$ cat config.mk
export PLATFORM = sky130hd
export DESIGN_NAME = adder_share_arb_flat
export DESIGN_NICKNAME = d
export VERILOG_FILES = /design/src/rtl/adder_share_arb_pkg.sv /design/src/rtl/adder_share_arb_if.sv /design/src/rtl/adder_share_arb_bit64_adder.sv /design/src/rtl/adder_share_arb_rr_picker.sv /design/src/rtl/adder_share_arb.sv /design/src/flat_wrapper.sv
export SDC_FILE = /design/constraint.sdc
export NUM_CORES = 1
export LEC_CHECK = 0
export CORE_AREA = 2 2 230 232
export CTS_BUF_LIST = sky130_fd_sc_hd__clkbuf_8 sky130_fd_sc_hd__clkbuf_16
export DETAILED_ROUTE_END_ITERATION = 10
export DIE_AREA = 0 0 232 234
export REMOVE_ABC_BUFFERS = 1
export SLEW_MARGIN = 20
export SYNTH_ARGS = -nofsm -noshare
export SYNTH_HDL_FRONTEND = slang
export SYNTH_SLANG_ARGS = --single-unit
$ cat constraint.sdc
create_clock -name clk -period 35.2 [get_ports clk]
set_input_delay 7.04 -clock clk [delete_from_list [all_inputs] [get_ports clk]]
set_output_delay 7.04 -clock clk [all_outputs]
set_load 0.02 [all_outputs]
$ cat src/rtl/adder_share_arb_pkg.sv
// Shared types and constants for the adder-sharing arbiter.
// rr_next is a plain round-robin reference used when checking the picker.
package adder_arb_pkg;

  localparam int DW = 64;

  typedef struct packed {
    logic of;
    logic zf;
    logic sf;
  } adder_flags_t;

  // Returns the first valid index strictly after last_ptr, searching circularly; -1 if none.
  function automatic int rr_next(input logic [7:0] valid, input int nreq, input int last_ptr);
    int idx;
    for (int k = 1; k <= nreq; k++) begin
      idx = (last_ptr + k) % nreq;
      if (valid[idx[2:0]]) return idx;
    end
    return -1;
  endfunction

endpackage

$ cat src/rtl/adder_share_arb_if.sv
// Request/response bundle between the requesters, the arbiter and the result consumer.
// The slave modport is the arbiter's view.
interface adder_share_arb_if
  import adder_arb_pkg::*;
#(
  parameter int NREQ = 4,
  parameter int IDW  = $clog2(NREQ)
);

  logic [NREQ-1:0]    req_valid;
  logic [NREQ*DW-1:0] req_a;
  logic [NREQ*DW-1:0] req_b;
  logic [NREQ-1:0]    req_lock;
  logic [NREQ-1:0]    req_ready;
  logic               rsp_valid;
  logic [IDW-1:0]     rsp_id;
  logic [DW-1:0]      rsp_sum;
  logic               rsp_of;
  logic               rsp_zf;
  logic               rsp_sf;
  logic               rsp_ready;

  modport master (
    output req_valid, req_a, req_b, req_lock, rsp_ready,
    input  req_ready, rsp_valid, rsp_id, rsp_sum, rsp_of, rsp_zf, rsp_sf
  );

  modport slave (
    input  req_valid, req_a, req_b, req_lock, rsp_ready,
    output req_ready, rsp_valid, rsp_id, rsp_sum, rsp_of, rsp_zf, rsp_sf
  );

endinterface

$ cat src/rtl/adder_share_arb_bit64_adder.sv
// 64-bit ripple-carry adder exposing the carry into and out of the MSB
// so the caller can derive signed overflow.
module bit64_adder
  import adder_arb_pkg::*;
(
  input  logic [DW-1:0] i_a,
  input  logic [DW-1:0] i_b,
  output logic [DW-1:0] o_sum,
  output logic          o_c_msb_in,
  output logic          o_c_out
);

  always_comb begin
    logic c;
    c          = 1'b0;
    o_sum      = '0;
    o_c_msb_in = 1'b0;
    for (int i = 0; i < DW; i++) begin
      if (i == DW - 1) o_c_msb_in = c;
      o_sum[i] = i_a[i] ^ i_b[i] ^ c;
      c        = (i_a[i] & i_b[i]) | (c & (i_a[i] ^ i_b[i]));
    end
    o_c_out = c;
  end

endmodule

$ cat src/rtl/adder_share_arb_rr_picker.sv
// Combinational round-robin picker: rotate so the search starts after last_ptr,
// priority-encode the lowest set bit, then rotate the index back.
module rr_picker #(
  parameter int NREQ = 4,
  parameter int IDW  = $clog2(NREQ)
) (
  input  logic [NREQ-1:0] i_valid,
  input  logic [IDW-1:0]  i_last_ptr,
  input  logic            i_mask_en,
  input  logic [IDW-1:0]  i_mask_idx,
  output logic [NREQ-1:0] o_grant,
  output logic [IDW-1:0]  o_idx,
  output logic            o_any
);

  logic [NREQ-1:0] w_valid;
  logic [NREQ-1:0] w_rot;
  logic [IDW:0]    w_start;
  logic [IDW:0]    w_off;
  logic [IDW:0]    w_sum;

  // A held lock narrows the candidates to the lock owner alone.
  always_comb begin
    w_valid = i_valid;
    if (i_mask_en) w_valid = i_valid & (NREQ'(1) << i_mask_idx);
  end

  assign w_start = {1'b0, i_last_ptr} + (IDW+1)'(1);
  assign w_rot   = (w_valid >> w_start) | (w_valid << ((IDW+1)'(NREQ) - w_start));

  always_comb begin
    w_off = '0;
    for (int i = NREQ - 1; i >= 0; i--) begin
      if (w_rot[i]) w_off = (IDW+1)'(i);
    end
  end

  assign w_sum   = w_start + w_off;
  assign o_idx   = (w_sum >= (IDW+1)'(NREQ)) ? (w_sum[IDW-1:0] - IDW'(NREQ)) : w_sum[IDW-1:0];
  assign o_any   = |w_valid;
  assign o_grant = o_any ? (NREQ'(1) << o_idx) : '0;

endmodule

$ cat src/rtl/adder_share_arb.sv
// Round-robin arbiter sharing one 64-bit adder, with a single registered response slot.
// Define ADDER_ARB_LOCK_EN to let a requester hold the grant across consecutive adds.
module adder_share_arb
  import adder_arb_pkg::*;
#(
  parameter int NREQ = 4,
  parameter int IDW  = $clog2(NREQ)
) (
  input logic              clk,
  input logic              rst_n,
  adder_share_arb_if.slave io_bus
);

  logic            w_can_issue;
  logic            w_any;
  logic            w_xfer;
  logic            w_mask_en;
  logic [IDW-1:0]  w_mask_idx;
  logic [NREQ-1:0] w_grant;
  logic [IDW-1:0]  w_idx;
  logic [DW-1:0]   w_op_a;
  logic [DW-1:0]   w_op_b;
  logic [DW-1:0]   w_sum;
  logic            w_c_msb_in;
  logic            w_c_out;
  adder_flags_t    w_flags;

  logic            r_rsp_valid;
  logic [IDW-1:0]  r_rsp_id;
  logic [DW-1:0]   r_rsp_sum;
  adder_flags_t    r_flags;
  logic [IDW-1:0]  r_last_ptr;

  assign w_can_issue = !r_rsp_valid || io_bus.rsp_ready;
  assign w_xfer      = w_can_issue && w_any;

  rr_picker #(
    .NREQ (NREQ),
    .IDW  (IDW)
  ) u_picker (
    .i_valid    (io_bus.req_valid),
    .i_last_ptr (r_last_ptr),
    .i_mask_en  (w_mask_en),
    .i_mask_idx (w_mask_idx),
    .o_grant    (w_grant),
    .o_idx      (w_idx),
    .o_any      (w_any)
  );

  assign io_bus.req_ready = w_can_issue ? w_grant : '0;

`ifdef ADDER_ARB_LOCK_EN
  logic           r_locked;
  logic [IDW-1:0] r_lock_owner;

  // The owner releases by issuing without lock, or by withdrawing while the slot could accept.
  always_ff @(posedge clk or negedge rst_n) begin
    if (!rst_n) begin
      r_locked     <= 1'b0;
      r_lock_owner <= '0;
    end else if (w_xfer) begin
      r_locked     <= io_bus.req_lock[w_idx];
      r_lock_owner <= w_idx;
    end else if (r_locked && w_can_issue && !io_bus.req_valid[r_lock_owner]) begin
      r_locked <= 1'b0;
    end
  end

  assign w_mask_en  = r_locked;
  assign w_mask_idx = r_lock_owner;
`else
  assign w_mask_en  = 1'b0;
  assign w_mask_idx = '0;
`endif

  assign w_op_a = io_bus.req_a[{w_idx, {$clog2(DW){1'b0}}} +: DW];
  assign w_op_b = io_bus.req_b[{w_idx, {$clog2(DW){1'b0}}} +: DW];

  bit64_adder u_adder (
    .i_a        (w_op_a),
    .i_b        (w_op_b),
    .o_sum      (w_sum),
    .o_c_msb_in (w_c_msb_in),
    .o_c_out    (w_c_out)
  );

  assign w_flags = '{of: (w_c_msb_in ^ w_c_out), zf: (w_sum == '0), sf: w_sum[DW-1]};

  // A transfer always overwrites the slot, so a drain and a new add in one cycle keep it full.
  always_ff @(posedge clk or negedge rst_n) begin
    if (!rst_n) begin
      r_rsp_valid <= 1'b0;
      r_rsp_id    <= '0;
      r_rsp_sum   <= '0;
      r_flags     <= '0;
      r_last_ptr  <= IDW'(NREQ - 1);
    end else if (w_xfer) begin
      r_rsp_valid <= 1'b1;
      r_rsp_id    <= w_idx;
      r_rsp_sum   <= w_sum;
      r_flags     <= w_flags;
      r_last_ptr  <= w_idx;
    end else if (io_bus.rsp_ready) begin
      r_rsp_valid <= 1'b0;
    end
  end

  assign io_bus.rsp_valid = r_rsp_valid;
  assign io_bus.rsp_id    = r_rsp_id;
  assign io_bus.rsp_sum   = r_rsp_sum;
  assign io_bus.rsp_of    = r_flags.of;
  assign io_bus.rsp_zf    = r_flags.zf;
  assign io_bus.rsp_sf    = r_flags.sf;

endmodule

$ cat src/flat_wrapper.sv
// flat-port wrapper written by rule: the top's interface ports become plain ports
module adder_share_arb_flat import adder_arb_pkg::*;
#(
  parameter int NREQ = 4,
  parameter int IDW  = $clog2(NREQ)
)
  (clk, rst_n, io_bus_req_valid, io_bus_req_a, io_bus_req_b, io_bus_req_lock, io_bus_rsp_ready, io_bus_req_ready, io_bus_rsp_valid, io_bus_rsp_id, io_bus_rsp_sum, io_bus_rsp_of, io_bus_rsp_zf, io_bus_rsp_sf);
  adder_share_arb_if #(.NREQ(NREQ), .IDW(IDW)) io_bus_i ();
  input logic clk;
  input logic rst_n;
  input wire logic [$bits(io_bus_i.req_valid)-1:0] io_bus_req_valid;
  input wire logic [$bits(io_bus_i.req_a)-1:0] io_bus_req_a;
  input wire logic [$bits(io_bus_i.req_b)-1:0] io_bus_req_b;
  input wire logic [$bits(io_bus_i.req_lock)-1:0] io_bus_req_lock;
  input wire logic [$bits(io_bus_i.rsp_ready)-1:0] io_bus_rsp_ready;
  output wire logic [$bits(io_bus_i.req_ready)-1:0] io_bus_req_ready;
  output wire logic [$bits(io_bus_i.rsp_valid)-1:0] io_bus_rsp_valid;
  output wire logic [$bits(io_bus_i.rsp_id)-1:0] io_bus_rsp_id;
  output wire logic [$bits(io_bus_i.rsp_sum)-1:0] io_bus_rsp_sum;
  output wire logic [$bits(io_bus_i.rsp_of)-1:0] io_bus_rsp_of;
  output wire logic [$bits(io_bus_i.rsp_zf)-1:0] io_bus_rsp_zf;
  output wire logic [$bits(io_bus_i.rsp_sf)-1:0] io_bus_rsp_sf;
  assign io_bus_i.req_valid = io_bus_req_valid;
  assign io_bus_i.req_a = io_bus_req_a;
  assign io_bus_i.req_b = io_bus_req_b;
  assign io_bus_i.req_lock = io_bus_req_lock;
  assign io_bus_i.rsp_ready = io_bus_rsp_ready;
  assign io_bus_req_ready = io_bus_i.req_ready;
  assign io_bus_rsp_valid = io_bus_i.rsp_valid;
  assign io_bus_rsp_id = io_bus_i.rsp_id;
  assign io_bus_rsp_sum = io_bus_i.rsp_sum;
  assign io_bus_rsp_of = io_bus_i.rsp_of;
  assign io_bus_rsp_zf = io_bus_i.rsp_zf;
  assign io_bus_rsp_sf = io_bus_i.rsp_sf;
  adder_share_arb #(.NREQ(NREQ), .IDW(IDW)) u_core (.clk(clk), .rst_n(rst_n), .io_bus(io_bus_i));
endmodule
# Word-level counts from Yosys, hierarchy flattened
# Cells that the tools add are included.
word_totals:
  regBits: 72
  input_bits: 523
  output_inout_bits: 74
  elab_cells: 348
classes:
  add_sub_neg: 3
  shift: 5
  muxes: 8
  bitwise: 319
  reduce_logical: 6
op_table:
  columns: ["cell", "count"]
  rows:
  - ["256-bit by 9-bit indexed part select with 64-bit output", 2]
  - ["1-bit bitwise XOR", 128]
  - ["1-bit bitwise AND", 127]
  - ["64-bit zero test", 1]
  - ["1-bit bitwise OR", 63]
  - ["2-bit 2-to-1 mux", 4]
  - ["4-bit 2-to-1 mux", 2]
  - ["4-bit bitwise OR", 1]
  - ["4-bit OR reduction", 1]
  - ["1-bit by 2-bit << shifter with 4-bit output (first input constant)", 1]
  - ["4-bit by 3-bit << shifter with 4-bit output", 1]
  - ["4-bit by 3-bit right shift with 4-bit output", 1]
  - ["2-bit by 1-bit adder with 3-bit output (second input constant)", 1]
  - ["3-bit subtractor (first input constant)", 1]
  - ["2-bit adder", 1]
  - ["1-bit 2-to-1 mux", 2]
  - ["2-bit nonzero test", 1]
  - ["1-bit logical AND", 1]
  - ["1-bit zero test", 1]
  - ["1-bit logical OR", 1]

# Logic depth before layout (Yosys ltp)
depth:
  word_depth: 138
  ltp_mapped: 85

# By module
# A second synthesis with hierarchy kept.
hier_totals:
  hier_cells: 474
  area_unflattened_um2: 7583.5
modules_own_cells:
  columns: ["module", "n_inst", "cells_each", "area_each_um2", "seq_area_each_um2"]
  rows:
  - ["adder_share_arb", 1, 345, 5809.3, 1779.2]
  - ["bit64_adder", 1, 74, 1311.3, 0.0]
  - ["rr_picker", 1, 55, 462.9, 0.0]

# Worst setup path after synthesis
# No wires, ideal clock.
synth_timing:
  path_type: "input to register"
  start: "in io_bus_req_valid[1]"
  end: "reg u_core.r_flags (netlist bit u_core.io_bus.rsp_zf)"
  arrival_ps: 37341
  required_ps: 35117
  path_slack_ps: -2223
  stages: 80
  path_cell_list: "nand2b_1 a311oi_2 nor2_1 a31oi_1 nor2_1 ha_1 clkbuf_1 clkbuf_1 clkbuf_1 mux2i_1 mux2_2 fa_1 fa_1 fa_1 fa_1 fa_1 fa_1 fa_1 [... 44 more ...] fa_1 fa_1 fa_1 fa_1 fa_1 fa_1 fa_1 fa_1 inv_1 fa_1 inv_1 fa_1 fa_1 fa_1 nand4_1 nor4_1 nand4_1 o21ai_0"
synth_between:
  elab_chain_len: 135
  elab_cells_between_ends: 327
  classes_between: "1 x add/sub; 4 x shift; 4 x mux; 315 x bitwise; 3 x reduce/logical"
synth_rtl:
  columns: ["element", "line_no", "rtl"]
  rows:
  - ["from (decl)", "flat_wrapper.sv:11", "input wire logic [$bits(io_bus_i.req_valid)-1:0] io_bus_req_valid;"]
  - ["4-bit by 3-bit right shift with 4-bit output / 4-bit by 3-bit << shifter with 4-bit output (equally long branches)", "adder_share_arb_rr_picker.sv:29", "assign w_rot = (w_valid >> w_start) | (w_valid << ((IDW+1)'(NREQ) - w_start));"]
  - ["4-bit bitwise OR (*)", "adder_share_arb_rr_picker.sv:29", null]
  - ["2-bit 2-to-1 mux (3 in series)", "adder_share_arb_rr_picker.sv:34", "if (w_rot[i]) w_off = (IDW+1)'(i);"]
  - ["2-bit 2-to-1 mux (*)", "adder_share_arb_rr_picker.sv:34", null]
  - ["2-bit adder (*)", "adder_share_arb_rr_picker.sv:38", "assign w_sum = w_start + w_off;"]
  - ["named net u_core.u_picker.o_idx[0]", "adder_share_arb_rr_picker.sv:12", "output logic [IDW-1:0] o_idx,"]
  - ["256-bit by 9-bit indexed part select with 64-bit output, on equally long branches", "adder_share_arb.sv:76, adder_share_arb.sv:77", null]
  - ["1-bit bitwise AND / 1-bit bitwise XOR (equally long branches)", "adder_share_arb_bit64_adder.sv:21, adder_share_arb_bit64_adder.sv:20", null]
  - ["[... 118 more ...]", null, null]
  - ["1-bit bitwise AND", "adder_share_arb_bit64_adder.sv:21", "c = (i_a[i] & i_b[i]) | (c & (i_a[i] ^ i_b[i]));"]
  - ["1-bit bitwise OR", "adder_share_arb_bit64_adder.sv:21", null]
  - ["1-bit bitwise AND", "adder_share_arb_bit64_adder.sv:21", null]
  - ["1-bit bitwise OR", "adder_share_arb_bit64_adder.sv:21", null]
  - ["1-bit bitwise AND", "adder_share_arb_bit64_adder.sv:21", null]
  - ["1-bit bitwise OR", "adder_share_arb_bit64_adder.sv:21", null]
  - ["1-bit bitwise XOR", "adder_share_arb_bit64_adder.sv:20", "o_sum[i] = i_a[i] ^ i_b[i] ^ c;"]
  - ["64-bit zero test (*)", "adder_share_arb.sv:87", "assign w_flags = '{of: (w_c_msb_in ^ w_c_out), zf: (w_sum == '0), sf: w_sum[DW-1]};"]
  - ["to (signal assigned)", "adder_share_arb.sv:101", "r_flags <= w_flags;"]
  - ["to (decl)", "adder_share_arb.sv:31", "adder_flags_t r_flags;"]
# The timed path passes the listed nets; every way through them passes the cells marked *.
# A chain may end at the register's enable or synchronous reset.

# Worst setup path after layout
layout_timing:
  start: "in io_bus_req_valid[1]"
  end: "reg u_core.r_flags (netlist bit u_core.io_bus.rsp_zf)"
layout_between:
  elab_chain_len: 135
  elab_cells_between_ends: 327
  classes_between: "1 x add/sub; 4 x shift; 4 x mux; 315 x bitwise; 3 x reduce/logical"
layout_rtl:
  columns: ["element", "line_no"]
  rows:
  - ["4-bit by 3-bit right shift with 4-bit output / 4-bit by 3-bit << shifter with 4-bit output (equally long branches)", "adder_share_arb_rr_picker.sv:29"]
  - ["4-bit bitwise OR", "adder_share_arb_rr_picker.sv:29"]
  - ["2-bit 2-to-1 mux (4 in series)", "adder_share_arb_rr_picker.sv:34"]
  - ["2-bit adder", "adder_share_arb_rr_picker.sv:38"]
  - ["256-bit by 9-bit indexed part select with 64-bit output, on equally long branches", "adder_share_arb.sv:76, adder_share_arb.sv:77"]
  - ["1-bit bitwise AND / 1-bit bitwise XOR (equally long branches)", "adder_share_arb_bit64_adder.sv:21, adder_share_arb_bit64_adder.sv:20"]
  - ["1-bit bitwise AND", "adder_share_arb_bit64_adder.sv:21"]
  - ["1-bit bitwise OR", "adder_share_arb_bit64_adder.sv:21"]
  - ["[... 116 more ...]", null]
  - ["1-bit bitwise AND", "adder_share_arb_bit64_adder.sv:21"]
  - ["1-bit bitwise OR", "adder_share_arb_bit64_adder.sv:21"]
  - ["1-bit bitwise AND", "adder_share_arb_bit64_adder.sv:21"]
  - ["1-bit bitwise OR", "adder_share_arb_bit64_adder.sv:21"]
  - ["1-bit bitwise AND", "adder_share_arb_bit64_adder.sv:21"]
  - ["1-bit bitwise OR", "adder_share_arb_bit64_adder.sv:21"]
  - ["1-bit bitwise XOR", "adder_share_arb_bit64_adder.sv:20"]
  - ["64-bit zero test", "adder_share_arb.sv:87"]
# Parallel ways exist; a longest one is shown, timed or not.

==> metrics.txt <==
# TYPE chip_impl_metric gauge
chip_impl_metric{name="cp_data_arrival_time",unit="ps"} 34770
chip_impl_metric{name="final.setup_skew",unit="ps"} 7.82
chip_impl_metric{name="syn_to_final_growth",unit="%"} 82.3
chip_impl_metric{name="max_freq",unit="MHz"} 29.0
chip_impl_metric{name="cts_buffers",unit=""} 9
chip_impl_metric{name="cts_num_sinks",unit=""} 71
chip_impl_info{name="netlist_top_cells_count",value="sky130_fd_sc_hd__mux2i_1 (249), sky130_fd_sc_hd__nand2_1 (80), sky130_fd_sc_hd__dfrtp_1 (69)"} 1
chip_impl_metric{name="syn-mean-instance-area",unit="um^2"} 11.1
chip_impl_metric{name="floorplan_die_height",unit="um"} 234
chip_impl_metric{name="fin_tns_setup",unit="ps"} 0
chip_impl_metric{name="gr-usage-all-layers",unit="%"} 14.4
chip_impl_metric{name="remaining_drc_errors",unit=""} 0
chip_impl_metric{name="io_buffer_count",unit=""} 592
chip_impl_metric{name="initial_antenna_violation_count",unit=""} 7
chip_impl_info{name="critical_path.most_common_cell",value="sky130_fd_sc_hd__fa_2"} 1
chip_impl_metric{name="required",unit="ps"} 35470
chip_impl_metric{name="count_of_h_tree_levels_built_during_cts",unit=""} 3
chip_impl_metric{name="wire_per_inst",unit="um"} 19.5
chip_impl_metric{name="initialDrtViolationCount",unit=""} 253
chip_impl_info{name="synth_most_common_cell",value="sky130_fd_sc_hd__mux2i_1"} 1
chip_impl_metric{name="dr_wl_met2",unit="um"} 20200
chip_impl_metric{name="worstSkewPairLatency",unit="ps"} 360
chip_impl_metric{name="report.final.slew_viol_count",unit=""} 0
chip_impl_info{name="route.top_layer_used",value="met5"} 1
chip_impl_metric{name="hold_path_stages",unit=""} 2
chip_impl_info{name="run_status",value="finished, final reports clean"} 1
chip_impl_metric{name="max_slew_margin",unit="%"} 50.2
chip_impl_metric{name="global_route_wire_length_before_repair",unit="um"} 57000
chip_impl_info{name="clk_root_buffer_cell",value="sky130_fd_sc_hd__clkbuf_16"} 1
chip_impl_metric{name="die_w",unit="um"} 232
chip_impl_metric{name="synth_area",unit="um^2"} 8770
chip_impl_metric{name="hold_violations",unit=""} 0
chip_impl_info{name="synth.largest_area_cell",value="sky130_fd_sc_hd__mux2i_1"} 1
chip_impl_metric{name="via_per_inst",unit=""} 4.00
chip_impl_metric{name="grt_start_max_net_pins",unit=""} 98
chip_impl_metric{name="core",unit="um^2"} 52000
chip_impl_metric{name="synth-edff-count",unit=""} 0
chip_impl_metric{name="drive_gt1_share",unit="%"} 17.9
chip_impl_info{name="type_of_the_worst_setup_path",value="in2reg"} 1
chip_impl_metric{name="ys_warn_count",unit=""} 0
chip_impl_metric{name="netlist_instances",unit=""} 792
chip_impl_metric{name="detail_route.first_pass.iterations",unit=""} 5
chip_impl_metric{name="synth_seq_cells",unit=""} 71
chip_impl_metric{name="place.detailed.hpwl",unit="um"} 35000
chip_impl_metric{name="floorplan.rows",unit=""} 84
chip_impl_metric{name="synth_sequential_area_ratio",unit="%"} 20.3
chip_impl_metric{name="critPathMaxStageDelay",unit="ps"} 510
chip_impl_info{name="critical-path-slowest-cell",value="sky130_fd_sc_hd__fa_1"} 1
chip_impl_info{name="clock_tree_from_tritoncts",value="done"} 1
chip_impl_metric{name="clk_pin_slew",unit="ps"} 60
chip_impl_metric{name="critical_path.max_fanout",unit=""} 4
chip_impl_metric{name="tightest_slew",unit="ps"} 747
chip_impl_metric{name="ff2ff_path_depth",unit=""} 82
chip_impl_metric{name="ioPinCount",unit=""} 597
chip_impl_info{name="hold_class",value="reg2reg"} 1
chip_impl_metric{name="synth_cell_types",unit=""} 45
chip_impl_info{name="synth_area_leaders",value="sky130_fd_sc_hd__mux2i_1 (28%), sky130_fd_sc_hd__dfrtp_1 (20%), sky130_fd_sc_hd__fa_1 (14%)"} 1
chip_impl_metric{name="design.final.nets",unit=""} 1955
chip_impl_metric{name="met3_length",unit="um"} 2940
chip_impl_metric{name="final.min_clock_period",unit="ps"} 34500
chip_impl_metric{name="m1WireLength",unit="um"} 16500
chip_impl_metric{name="final_setup_viols",unit=""} 0
chip_impl_info{name="timing.critical_path.to_type",value="flop"} 1
chip_impl_metric{name="synth_largest_type_area_fraction",unit="%"} 28.4
chip_impl_metric{name="detail-route-antenna-nets",unit=""} 0
chip_impl_metric{name="routed_wirelength",unit="um"} 40200
chip_impl_metric{name="start_util",unit="%"} 16.9
chip_impl_metric{name="synth-async-reset-ratio",unit="%"} 100
chip_impl_metric{name="detailed_route_via_count",unit=""} 8239
chip_impl_metric{name="min_period_over_period",unit="%"} 98.0
chip_impl_metric{name="ctsLongestPathBuffers",unit=""} 2
chip_impl_info{name="grt_setup_unrepaired",value="false"} 1
chip_impl_metric{name="vias_in_the_first_global_route",unit=""} 8878
chip_impl_info{name="primary_flip_flop_cell_chosen_by_synthesis_mapping",value="sky130_fd_sc_hd__dfrtp_1"} 1
chip_impl_metric{name="design.die.area",unit="um^2"} 54300
chip_impl_metric{name="grt_overflow",unit=""} 0
chip_impl_metric{name="place_congestion",unit=""} 0.813
chip_impl_info{name="timing.critical_path.from_type",value="input pin"} 1
chip_impl_metric{name="maxCapViolations",unit=""} 0
-- critical path: cells and delay by family --
| family | cells | cell delay [ps] |
|---|---|---|
| mux | 1 | 300 |
| buf+inv | 5 | 870 |
| fa+ha+maj | 64 | 24530 |
| simple gates | 6 | 670 |
| compound gates | 5 | 1180 |
| xor+xnor | 1 | 180 |
-- cell usage in the layout (no fill, tap or decap), types with 16 or more instances in the layout --
cell | netlist | final
sky130_fd_sc_hd__nand2_1 | 80 | 80
sky130_fd_sc_hd__o21ai_0 | 68 | 67
sky130_fd_sc_hd__mux2_4 | 60 | 60
sky130_fd_sc_hd__mux2i_1 | 249 | 249
sky130_fd_sc_hd__buf_4 | 7 | 27
sky130_fd_sc_hd__fa_2 | 0 | 60
sky130_fd_sc_hd__clkdlybuf4s50_1 | 0 | 590
sky130_fd_sc_hd__dfrtp_1 | 69 | 69
sky130_fd_sc_hd__nand4_1 | 16 | 16
sky130_fd_sc_hd__mux2_2 | 63 | 63
-- area by class of cell --
class                      instances  area (um^2)
timing repair buffer             624         6220
clock buffer                      10          239
clock inverter                     6         77.6
tap                              688          861
antenna                            2         5.00
multi-input combinational        652         6780
sequential                        71         1780
fill                            5346        36000
inverter                           7         26.3
-- through the flow --
stage / worst slack [ps] / instances / hold slack, ps / util (%) / area [um^2]
3_5_place_dp: -5320 / 2038 / 461 / 29.7 / 15400
2_1_floorplan: -9570 / 730 / 516 / - / 8390
5_1_grt: 2.36 / 2059 / 497 / 30.7 / 16000
4_1_cts: 17.7 / 2057 / 478 / 30.7 / 16000
3_3_place_gp: -4910 / 2038 / 460 / 29.7 / 15400
6_report: 701 / 2060 / 475 / 30.7 / 16000
-- final timing paths --
check | start | endpoint | slack, ps
setup / recovery | io_bus_req_valid[1] | u_core.io_bus.rsp_zf | 700
hold / removal | u_core.io_bus.rsp_sum[3] | u_core.io_bus.rsp_sum[3] | 470
setup reg to reg | u_core.r_last_ptr[0] | u_core.io_bus.rsp_zf | 6720
hold reg to reg | u_core.io_bus.rsp_sum[3] | u_core.io_bus.rsp_sum[3] | 470
max in group asynchronous | rst_n | u_core.io_bus.rsp_sum[9] | 27960
min in group asynchronous | rst_n | u_core.io_bus.rsp_sum[18] | 6730
-- layer usage --
| metal | track usage [%] | vias to the layer above |
|---|---|---|
| met1 | 17.4 | 3839 |
| li1 | - | 4023 |
| met2 | 25.6 | 341 |
| met5 | 0 | - |
| met3 | 3.73 | 28 |
| met4 | 3.13 | 8 |
-- logic make-up after synthesis --
family	count (synthesis)	synth area share, %
xor+xnor	6	0.599
buf+inv	69	4.62
compound gates	83	5.36
simple gates	119	6.25
mux	377	47.9
flops	71	20.3
fa+ha+maj	67	15.0
-- sequential cells by signal (all words and copies together), names as in the netlist --
name and flops:
u_core.io_bus.rsp_id 2, u_core.io_bus.rsp_of 1, u_core.io_bus.rsp_sf 1, u_core.io_bus.rsp_sum 63, u_core.io_bus.rsp_valid 1, u_core.io_bus.rsp_zf 1, u_core.r_last_ptr 2
-- repair_timing --
| item | CTS | global route |
|---|---|---|
| resized for setup | 62 | 4 |
| hold buffers | 0 | 0 |
| pin swaps | 40 | 51 |
| setup buffers | 3 | 1 |
| endpoints found under the setup margin | 13 | 3 |
Power is not shown: default switching activity piles up to over one toggle a cycle in this logic, so the estimate is an artifact.
